--- config.mk ---
export PLATFORM = sky130hd
export DESIGN_NAME = cic_dec_ctrl_flat
export DESIGN_NICKNAME = d
export VERILOG_FILES = /design/src/rtl/cic_dec_ctrl_if.sv /design/src/rtl/cic_dec_ctrl.sv /design/src/flat_wrapper.sv
export SDC_FILE = /design/constraint.sdc
export NUM_CORES = 1
export LEC_CHECK = 0
export ABC_AREA = 1
export CAP_MARGIN = 20
export CORE_MARGIN = 3
export CORE_UTILIZATION = 44
export CTS_BUF_LIST = sky130_fd_sc_hd__clkbuf_4 sky130_fd_sc_hd__clkbuf_8 sky130_fd_sc_hd__clkbuf_16
export DETAILED_ROUTE_END_ITERATION = 7
export DONT_BUFFER_PORTS = 1
export HOLD_SLACK_MARGIN = 0.06
export PLACE_DENSITY = 0.67
export REMOVE_ABC_BUFFERS = 1
export SYNTH_ARGS = -nofsm -noshare
export SYNTH_HDL_FRONTEND = slang
export SYNTH_SLANG_ARGS = --single-unit
--- constraint.sdc ---
create_clock -name clk -period 1.95 [get_ports clk]
set_input_delay 0.2925 -clock clk [delete_from_list [all_inputs] [get_ports clk]]
set_output_delay 0.2925 -clock clk [all_outputs]
set_load 0.02 [all_outputs]
--- src/rtl/cic_dec_ctrl_if.sv ---
// rtl/cic_dec_ctrl_if.sv - sample/config/control bundle between CIC sequencer and its neighbours (CIC_DROP_CNT_EN adds drop_cnt)
interface cic_dec_ctrl_if;
    logic        enable;
    logic        valid_in;
    logic        cfg_load;
    logic [4:0]  cfg_dec_factor;
    logic        intg_en;
    logic        intg_clr;
    logic        comb_en;
    logic        valid_out;
    logic [3:0]  phase;
    logic [4:0]  dec_factor;
    logic        busy;
    logic        cfg_err;
`ifdef CIC_DROP_CNT_EN
    logic [15:0] drop_cnt;

    modport master (
        output enable, valid_in, cfg_load, cfg_dec_factor,
        input  intg_en, intg_clr, comb_en, valid_out, phase, dec_factor, busy, cfg_err, drop_cnt
    );
    modport slave (
        input  enable, valid_in, cfg_load, cfg_dec_factor,
        output intg_en, intg_clr, comb_en, valid_out, phase, dec_factor, busy, cfg_err, drop_cnt
    );
`else
    modport master (
        output enable, valid_in, cfg_load, cfg_dec_factor,
        input  intg_en, intg_clr, comb_en, valid_out, phase, dec_factor, busy, cfg_err
    );
    modport slave (
        input  enable, valid_in, cfg_load, cfg_dec_factor,
        output intg_en, intg_clr, comb_en, valid_out, phase, dec_factor, busy, cfg_err
    );
`endif
endinterface

--- src/rtl/cic_dec_ctrl.sv ---
// rtl/cic_dec_ctrl.sv - CIC decimator sequencer: enables, flush on reconfiguration, warm-up gated valid (CIC_DROP_CNT_EN adds drop counter)
module cic_dec_ctrl #(
    parameter int Q         = 3,
    parameter int COMB_LAT  = 3,
    parameter int FLUSH_LEN = 4
) (
    input  logic            clk,
    input  logic            rst_n,
    cic_dec_ctrl_if.slave   bus
);
    localparam int WW = (Q > 0) ? $clog2(Q + 1) : 1;
    localparam int FW = (FLUSH_LEN > 1) ? $clog2(FLUSH_LEN) : 1;

    typedef enum logic [1:0] {S_IDLE, S_RUN, S_FLUSH} state_t;

    state_t         state;
    logic [3:0]     phase_q;
    logic [4:0]     dec_q;
    logic [WW-1:0]  warm_q;
    logic [FW-1:0]  flush_cnt;
    logic           cfg_err_q;

    logic cfg_legal;
    logic load_ok;
    logic accept;
    logic phase_last;
    logic comb_fire;
    logic warm_done;
    logic vo_in;
    logic vo_out;

    always_comb begin
        cfg_legal  = (bus.cfg_dec_factor != 5'd0) &&
                     ((bus.cfg_dec_factor & (bus.cfg_dec_factor - 5'd1)) == 5'd0);
        load_ok    = bus.cfg_load && cfg_legal;
        // a legal reconfiguration pre-empts any sample arriving the same cycle
        accept     = (state == S_RUN) && bus.valid_in && !load_ok;
        phase_last = ({1'b0, phase_q} == (dec_q - 5'd1));
        comb_fire  = accept && phase_last;
        warm_done  = (warm_q == WW'(Q));
        vo_in      = comb_fire && warm_done;
    end

    always_ff @(posedge clk or negedge rst_n) begin
        if (!rst_n) begin
            state     <= S_IDLE;
            phase_q   <= 4'd0;
            dec_q     <= 5'd1;
            warm_q    <= '0;
            flush_cnt <= '0;
            cfg_err_q <= 1'b0;
        end else begin
            cfg_err_q <= bus.cfg_load && !cfg_legal;
            if (load_ok) begin
                dec_q     <= bus.cfg_dec_factor;
                state     <= S_FLUSH;
                flush_cnt <= FW'(FLUSH_LEN - 1);
                phase_q   <= 4'd0;
                warm_q    <= '0;
            end else begin
                case (state)
                    S_IDLE: begin
                        if (bus.enable) state <= S_RUN;
                    end
                    S_RUN: begin
                        if (accept) phase_q <= phase_last ? 4'd0 : phase_q + 4'd1;
                        if (comb_fire && !warm_done) warm_q <= warm_q + WW'(1);
                        if (!bus.enable) state <= S_IDLE;
                    end
                    S_FLUSH: begin
                        if (flush_cnt == '0) state <= bus.enable ? S_RUN : S_IDLE;
                        else                 flush_cnt <= flush_cnt - FW'(1);
                    end
                    default: state <= S_IDLE;
                endcase
            end
        end
    end

    // valid_out tracks comb_en through the comb pipeline; flush discards in-flight results
    generate
        if (COMB_LAT == 0) begin : g_no_lat
            assign vo_out = vo_in;
        end else begin : g_lat
            logic [COMB_LAT-1:0] vo_pipe;
            always_ff @(posedge clk or negedge rst_n) begin
                if (!rst_n)       vo_pipe <= '0;
                else if (load_ok) vo_pipe <= '0;
                else              vo_pipe <= (vo_pipe >> 1) | (COMB_LAT'(vo_in) << (COMB_LAT - 1));
            end
            assign vo_out = vo_pipe[0];
        end
    endgenerate

`ifdef CIC_DROP_CNT_EN
    logic [15:0] drop_q;
    always_ff @(posedge clk or negedge rst_n) begin
        if (!rst_n)
            drop_q <= 16'd0;
        else if (bus.valid_in && ((state != S_RUN) || load_ok) && (drop_q != 16'hFFFF))
            drop_q <= drop_q + 16'd1;
    end
    assign bus.drop_cnt = drop_q;
`endif

    assign bus.intg_en    = accept;
    assign bus.comb_en    = comb_fire;
    assign bus.intg_clr   = (state == S_FLUSH);
    assign bus.busy       = (state == S_FLUSH);
    assign bus.valid_out  = vo_out;
    assign bus.phase      = phase_q;
    assign bus.dec_factor = dec_q;
    assign bus.cfg_err    = cfg_err_q;
endmodule

--- src/flat_wrapper.sv ---
// flat-port wrapper written by rule: the top's interface ports become plain ports
module cic_dec_ctrl_flat 
#(
    parameter int Q         = 3,
    parameter int COMB_LAT  = 3,
    parameter int FLUSH_LEN = 4
)
  (clk, rst_n, bus_enable, bus_valid_in, bus_cfg_load, bus_cfg_dec_factor, bus_intg_en, bus_intg_clr, bus_comb_en, bus_valid_out, bus_phase, bus_dec_factor, bus_busy, bus_cfg_err);
  cic_dec_ctrl_if bus_i ();
  input  logic clk;
  input  logic rst_n;
  input wire logic [$bits(bus_i.enable)-1:0] bus_enable;
  input wire logic [$bits(bus_i.valid_in)-1:0] bus_valid_in;
  input wire logic [$bits(bus_i.cfg_load)-1:0] bus_cfg_load;
  input wire logic [$bits(bus_i.cfg_dec_factor)-1:0] bus_cfg_dec_factor;
  output wire logic [$bits(bus_i.intg_en)-1:0] bus_intg_en;
  output wire logic [$bits(bus_i.intg_clr)-1:0] bus_intg_clr;
  output wire logic [$bits(bus_i.comb_en)-1:0] bus_comb_en;
  output wire logic [$bits(bus_i.valid_out)-1:0] bus_valid_out;
  output wire logic [$bits(bus_i.phase)-1:0] bus_phase;
  output wire logic [$bits(bus_i.dec_factor)-1:0] bus_dec_factor;
  output wire logic [$bits(bus_i.busy)-1:0] bus_busy;
  output wire logic [$bits(bus_i.cfg_err)-1:0] bus_cfg_err;
  assign bus_i.enable = bus_enable;
  assign bus_i.valid_in = bus_valid_in;
  assign bus_i.cfg_load = bus_cfg_load;
  assign bus_i.cfg_dec_factor = bus_cfg_dec_factor;
  assign bus_intg_en = bus_i.intg_en;
  assign bus_intg_clr = bus_i.intg_clr;
  assign bus_comb_en = bus_i.comb_en;
  assign bus_valid_out = bus_i.valid_out;
  assign bus_phase = bus_i.phase;
  assign bus_dec_factor = bus_i.dec_factor;
  assign bus_busy = bus_i.busy;
  assign bus_cfg_err = bus_i.cfg_err;
  cic_dec_ctrl #(.Q(Q), .COMB_LAT(COMB_LAT), .FLUSH_LEN(FLUSH_LEN)) u_core (.clk(clk), .rst_n(rst_n), .bus(bus_i));
endmodule
Yosys cells after proc, flatten, opt, wreduce, memory -nomap -nowiden
Index checks and enable logic that the tools add are counted.

Latch bits: 0. Bits in writable memories: 0. Bits in registers: 19. Bits of input ports: 10. Memories kept: 0. Output and inout port bits: 15. Logic and storage cells: 62. Memory bits (read-only): 0.

Multiply operators: 0. Multiplexer cells: 17. Eq/ne operators: 8. Div/mod/pow operators: 0. Shift operators: 0. Magnitude comparators: 0. Bitwise logic cells: 2. Reductions and logical operators: 23. $add $sub $neg: 5.

Operator list (number): $mux 2 (10); $mux 4 (4); $sub 5x1->5 const B (2); $logic_and 1x1->1 (8); $reduce_bool 2->1 (4); $ne 3x2->1 const B (2); $pmux 2 s3 (1); $reduce_and 2->1 (3); $and 5x5->5 (1); $eq 4x5->1 (1); $logic_not 5->1 (1); $reduce_bool 5->1 (1); $add 4x1->4 const B (1); $eq 2x2->1 const B (2); $logic_not 2->1 (2); $logic_not 1->1 (3); $mux 3 (1); $ne 3x1->1 const B (1); $or 2x3->3 (1); $reduce_and 3->1 (1); $add 2x1->2 const B (1); $eq 2x1->1 const B (1); $ne 2x1->1 const B (1); $sub 2x1->2 const B (1); $mux 1 (1).

Depth between registers and ports, before layout
Depth after elaboration: 12. Gate-level depth with buffers: 13. Gate-level depth less buffers: 13.

Worst setup path after synthesis
No wires, ideal clock.

Path type: register to output. Start: reg u_core.dec_q[0] (netlist: u_core.bus.dec_factor[0]). End: out bus_comb_en. Stages on the path, launching flop included: 10. Required time: 1657 ps. Path buffers: 0. Setup slack: 2 ps. Data arrival time: 1655 ps. Cell sequence: dfstp_2 inv_1 ha_1 nand2_1 inv_1 nor2_1 nand3_1 nor2_1 nand2_2 nor2_4.

Longest elaborated chain between the ends: 3.

RTL lines: start, declared (RTL line cic_dec_ctrl.sv:18) `logic [4:0] dec_q;`; start signal, assigned (RTL line cic_dec_ctrl.sv:55) `dec_q <= bus.cfg_dec_factor;`; $sub 5x1->5 (RTL line cic_dec_ctrl.sv:38) `phase_last = ({1'b0, phase_q} == (dec_q - 5'd1));`; $eq 4x5->1 (RTL line cic_dec_ctrl.sv:38); $logic_and 1x1->1 (RTL line cic_dec_ctrl.sv:39) `comb_fire = accept && phase_last;`; end, declared (RTL line flat_wrapper.sv:18) `output wire logic [$bits(bus_i.comb_en)-1:0] bus_comb_en;`.

Every way passes these cells.

Worst setup path in the final report
Same ends and word-level chain as after synthesis.

==> results.txt <==
The total overflow reported by the global router is 0. The biggest fanout along the worst timing path is 3. The wire length of the first global-routing pass came out at slightly above 4000 um. The initial antenna violation count was 0. Together, buffers and inverters on the worst path number 2. The worst setup path is captured at an output port. The critical path goes through inv_2, ha_4, nand2_2, inv_2, nor2_4, nand3_2, nor2_2, nand2_2, nor2_4. The post-synthesis cell count is between 100 and 150. TritonCTS built the clock tree. The most critical setup path has its startpoint at u_core.bus.dec_factor[0]. The areal power density over the cells is 1180 nW/um^2. Summing all multi-input logic gate instances after layout gives around 580 um^2. The worst-margin pin slew is 0.889 ns.

The clock latency of the later-clocked register in the worst-skew pair came out at between 0.3 and 0.4 ns. The number of H-tree branching levels came out at 1. The overall die height came out at approximately 57 um.

The number of nets still failing antenna checks after routing is 0. Counting buffers and inverters, the worst setup path is 9 cells deep. The cell area that synthesis handed to floorplanning was 1130 um^2.

Clock tree synthesis found a total of 19 sinks. The area of the die came out at 3200 um^2. The kind of path behind the tightest hold check is in2reg. The number of diodes added for antenna fixing is 0. The I/O pin total is 25. The final weighted congestion in routability-driven placement came out at between 0.8 and 0.9. The number of max-slew violations in the final report is 0. The startpoint identified for the worst register-to-register timing path is u_core.bus.dec_factor[0].

The data required time at the worst endpoint came out at between 1.5 and 2 ns. The flow ran to the end, but the final reports show violations. The library cell used most frequently in the layout, excluding fill and tap cells, is nand2_1. The worst setup path is launched from a register. The clock-pin slew of the registers on the worst-case setup and hold paths is 0.11 ns. Synthesis instantiated 25 different standard cells from the library. The slack of the worst reg-to-reg path is approximately 0.20 ns. The via count of the first global-routing pass came out at 948. Setup repair after global routing could not meet its margin everywhere. CTS placed an instance of clkbuf_4 at the clock tree root.

After detailed routing, the number of remaining DRC violations is 0. The estimated wirelength of the detail-placed design came out at between 1500 and 2000 um. The category of the most critical setup path is reg2out. The portion of synthesized cell area occupied by the leading cell type is about two fifths. The endpoint identified for the worst register-to-register timing path is u_core.bus.phase[1]. The final hold slack came out at approximately 0.082 ns. The endpoint of the most critical setup path is bus_comb_en. In this design, the stage delay of the slowest critical-path cell is 0.55 ns.

The setup slack of the critical path after layout is -0.127 ns. The number of hold violations in the final report came out at 0. IR analysis of the VDD net gives a maximum drop of between 600 and 700 uV. By area the synthesized netlist is led by dfrtp_1, nand2_1, inv_1, ha_1, nand3_1. The final critical-path required period came out at 2.08 ns. The number of synthesized register bits came out at 19. The cell type of the slowest stage on the worst timing path is dfstp_2. Derived from the worst setup path, the maximum achievable clock frequency is slightly below 500 MHz. The overall power consumption is roughly 1.5 mW.

The path depth of the worst reg2reg path came out at 13. Counting the fill cells in the layout gives approximately 220. The largest net degree at the start of global routing came out at 20. The count of endpoints failing setup in the final report is 1.

The detailed-route wire length came out at 2330 um. At the worst endpoint, the arrival time is about 1.8 ns. The average instance in the mapped netlist occupies 7.77 um^2.

Row generation in the floorplan step produced 17 rows. The width of the die is about 57 um. The leakage dissipation came out at between 0.6 and 0.7 nW. The top cell type by total area after synthesis is dfrtp_1. The total number of nets in the final design came out at 170. The number of violations of the max-capacitance limit came out at 0. The yosys synthesis warning count is 0.

Headroom to the max-slew limit came out at roughly two fifths. The routed layout has around 920 vias. The global routing usage summed across all routing layers came out at 15.9%.

The ratio of cells with drive above 1 in the final layout is 27.7%. The initial core utilization came out at roughly half. The number of buffers between clock root and the deepest sink is 2. After layout, the worst path uses 106% of the clock period. The mean number of vias per cell is 5.04. The total area inside the core boundary comes to approximately 2300 um^2.

After synthesis, flip-flops and latches occupy 42.3% of the total area. The sequential cells in the finished layout cover a total of 477 um^2. The average wire per cell in the routed design is ~13 um. The kind of cell with the highest combined delay on the critical path is simple AND/OR/NAND/NOR gates. The port buffer count came out at 0. The final reports fail on negative setup slack. The number of buffers inserted during clock tree synthesis is 3.

The clock arrives with roughly 0.0056 ns of skew. The number of DRC markers after the initial detailed-route iteration came out at 30. For this run, the detailed router's first-pass iteration total came to 4.

The post-synthesis to final-layout area growth came out at 13.4%. In the layout the commonest cells are nand2_1, inv_1, dfrtp_1.
synthesized netlist by cell type:
cell type,n
buf_4,1
buf_6,1
dfrtp_1,18
dfstp_2,1
ha_1,4
inv_1,21
inv_2,4
nand2_1,42
nand2_2,4
nand2_4,1
nand3_1,9
nand3_2,2
nand3b_1,1
nand4_1,4
nand4_2,1
nor2_1,10
nor2_2,3
nor2_4,3
nor3_1,1
o21ai_0,6
o21ai_1,2
o21ai_2,2
o22ai_1,2
xnor2_1,1
xor2_1,1
repair_timing:
action                                  CTS  global route
buffers inserted                          1             0
gates resized for setup                   3            10
hold buffers                              1             0
endpoints found under the hold margin    19             0
endpoints found under the setup margin    1             2
pin swaps                                 6             7
power breakdown:
group	leakage [nW]	total [mW]	switching (mW)	internal [mW]
Clock	0.0177	0.206	0.129	0.0767
Sequential	0.244	0.643	0.152	0.491
Combinational	0.380	0.664	0.397	0.267
Total	0.641	1.51	0.678	0.834
metal layers:
| metal | global-route usage (%) | routed length [um] |
|---|---|---|
| met5 | 0 | 0 |
| met4 | 7.12 | 47 |
| met3 | 4.14 | 150 |
| met2 | 26.7 | 1130 |
| met1 | 18.7 | 998 |
logic make-up after synthesis:
logic type,count (synthesis),synth area share [%]
AOI/OAI and AO/OA,12,6.22
xor gates and xnor gates,2,1.56
adders and majority gates,4,4.44
buffers and inverters,27,10.0
DFF,19,42.3
and+or+nand+nor,81,35.4
worst min-delay path by stage:
stage	from	end	cells past startpoint
final	bus_cfg_load	u_core.bus.cfg_err	2
after global routing	bus_cfg_load	u_core.bus.cfg_err	2
after CTS	bus_cfg_load	u_core.bus.cfg_err	2
after detailed placement	rst_n	u_core.warm_q[0]	0
after global placement	rst_n	u_core.bus.phase[0]	0
after floorplan	rst_n	u_core.bus.cfg_err	0
worst reg2reg max path, cell delays in order, from the launching register on:
cell and delay [ns]:
dfstp_2 0.55, inv_2 0.05, ha_4 0.24, nand2_2 0.06, inv_2 0.05, nor2_4 0.09, nand3_2 0.07, nor2_2 0.09
nand2_2 0.08, buf_4 0.15, nand2_4 0.07, inv_2 0.04, nand2_1 0.06, nand2_1 0.06
metrics by stage:
step / util, % / setup TNS [ns] / cells / setup WS (ns) / cell area (um^2)
4_1_cts: 53.8 / -0.157 / 183 / -0.157 / 1250
3_5_place_dp: 51.2 / 0 / 177 / 0.0553 / 1190
5_1_grt: 55.1 / -0.238 / 183 / -0.238 / 1280
3_3_place_gp: 51.2 / 0 / 177 / 0.0942 / 1190
6_report: 55.1 / -0.127 / 183 / -0.127 / 1280
2_1_floorplan: - / 0 / 143 / 0.00216 / 1110
state kept, by name, summed over array words and instances, names as in the netlist:
name / flops
u_core.bus.cfg_err: 1
u_core.warm_q: 2
u_core.bus.phase: 4
u_core.state: 2
u_core.bus.dec_factor: 5
u_core.g_lat.vo_pipe: 3
u_core.flush_cnt: 2
cell type report:
| type | count | share of cell area, % |
|---|---|---|
| Clock buffer | 3 | 1.76 |
| Clock inverter | 1 | 0.392 |
| Inverter | 25 | 7.35 |
| Multi-Input combinational cell | 99 | 45.5 |
| Sequential cell | 19 | 37.3 |
| Tap cell | 28 | 2.74 |
| Timing Repair Buffer | 8 | 4.90 |
Note: power is estimated with default switching activity, not from simulation.
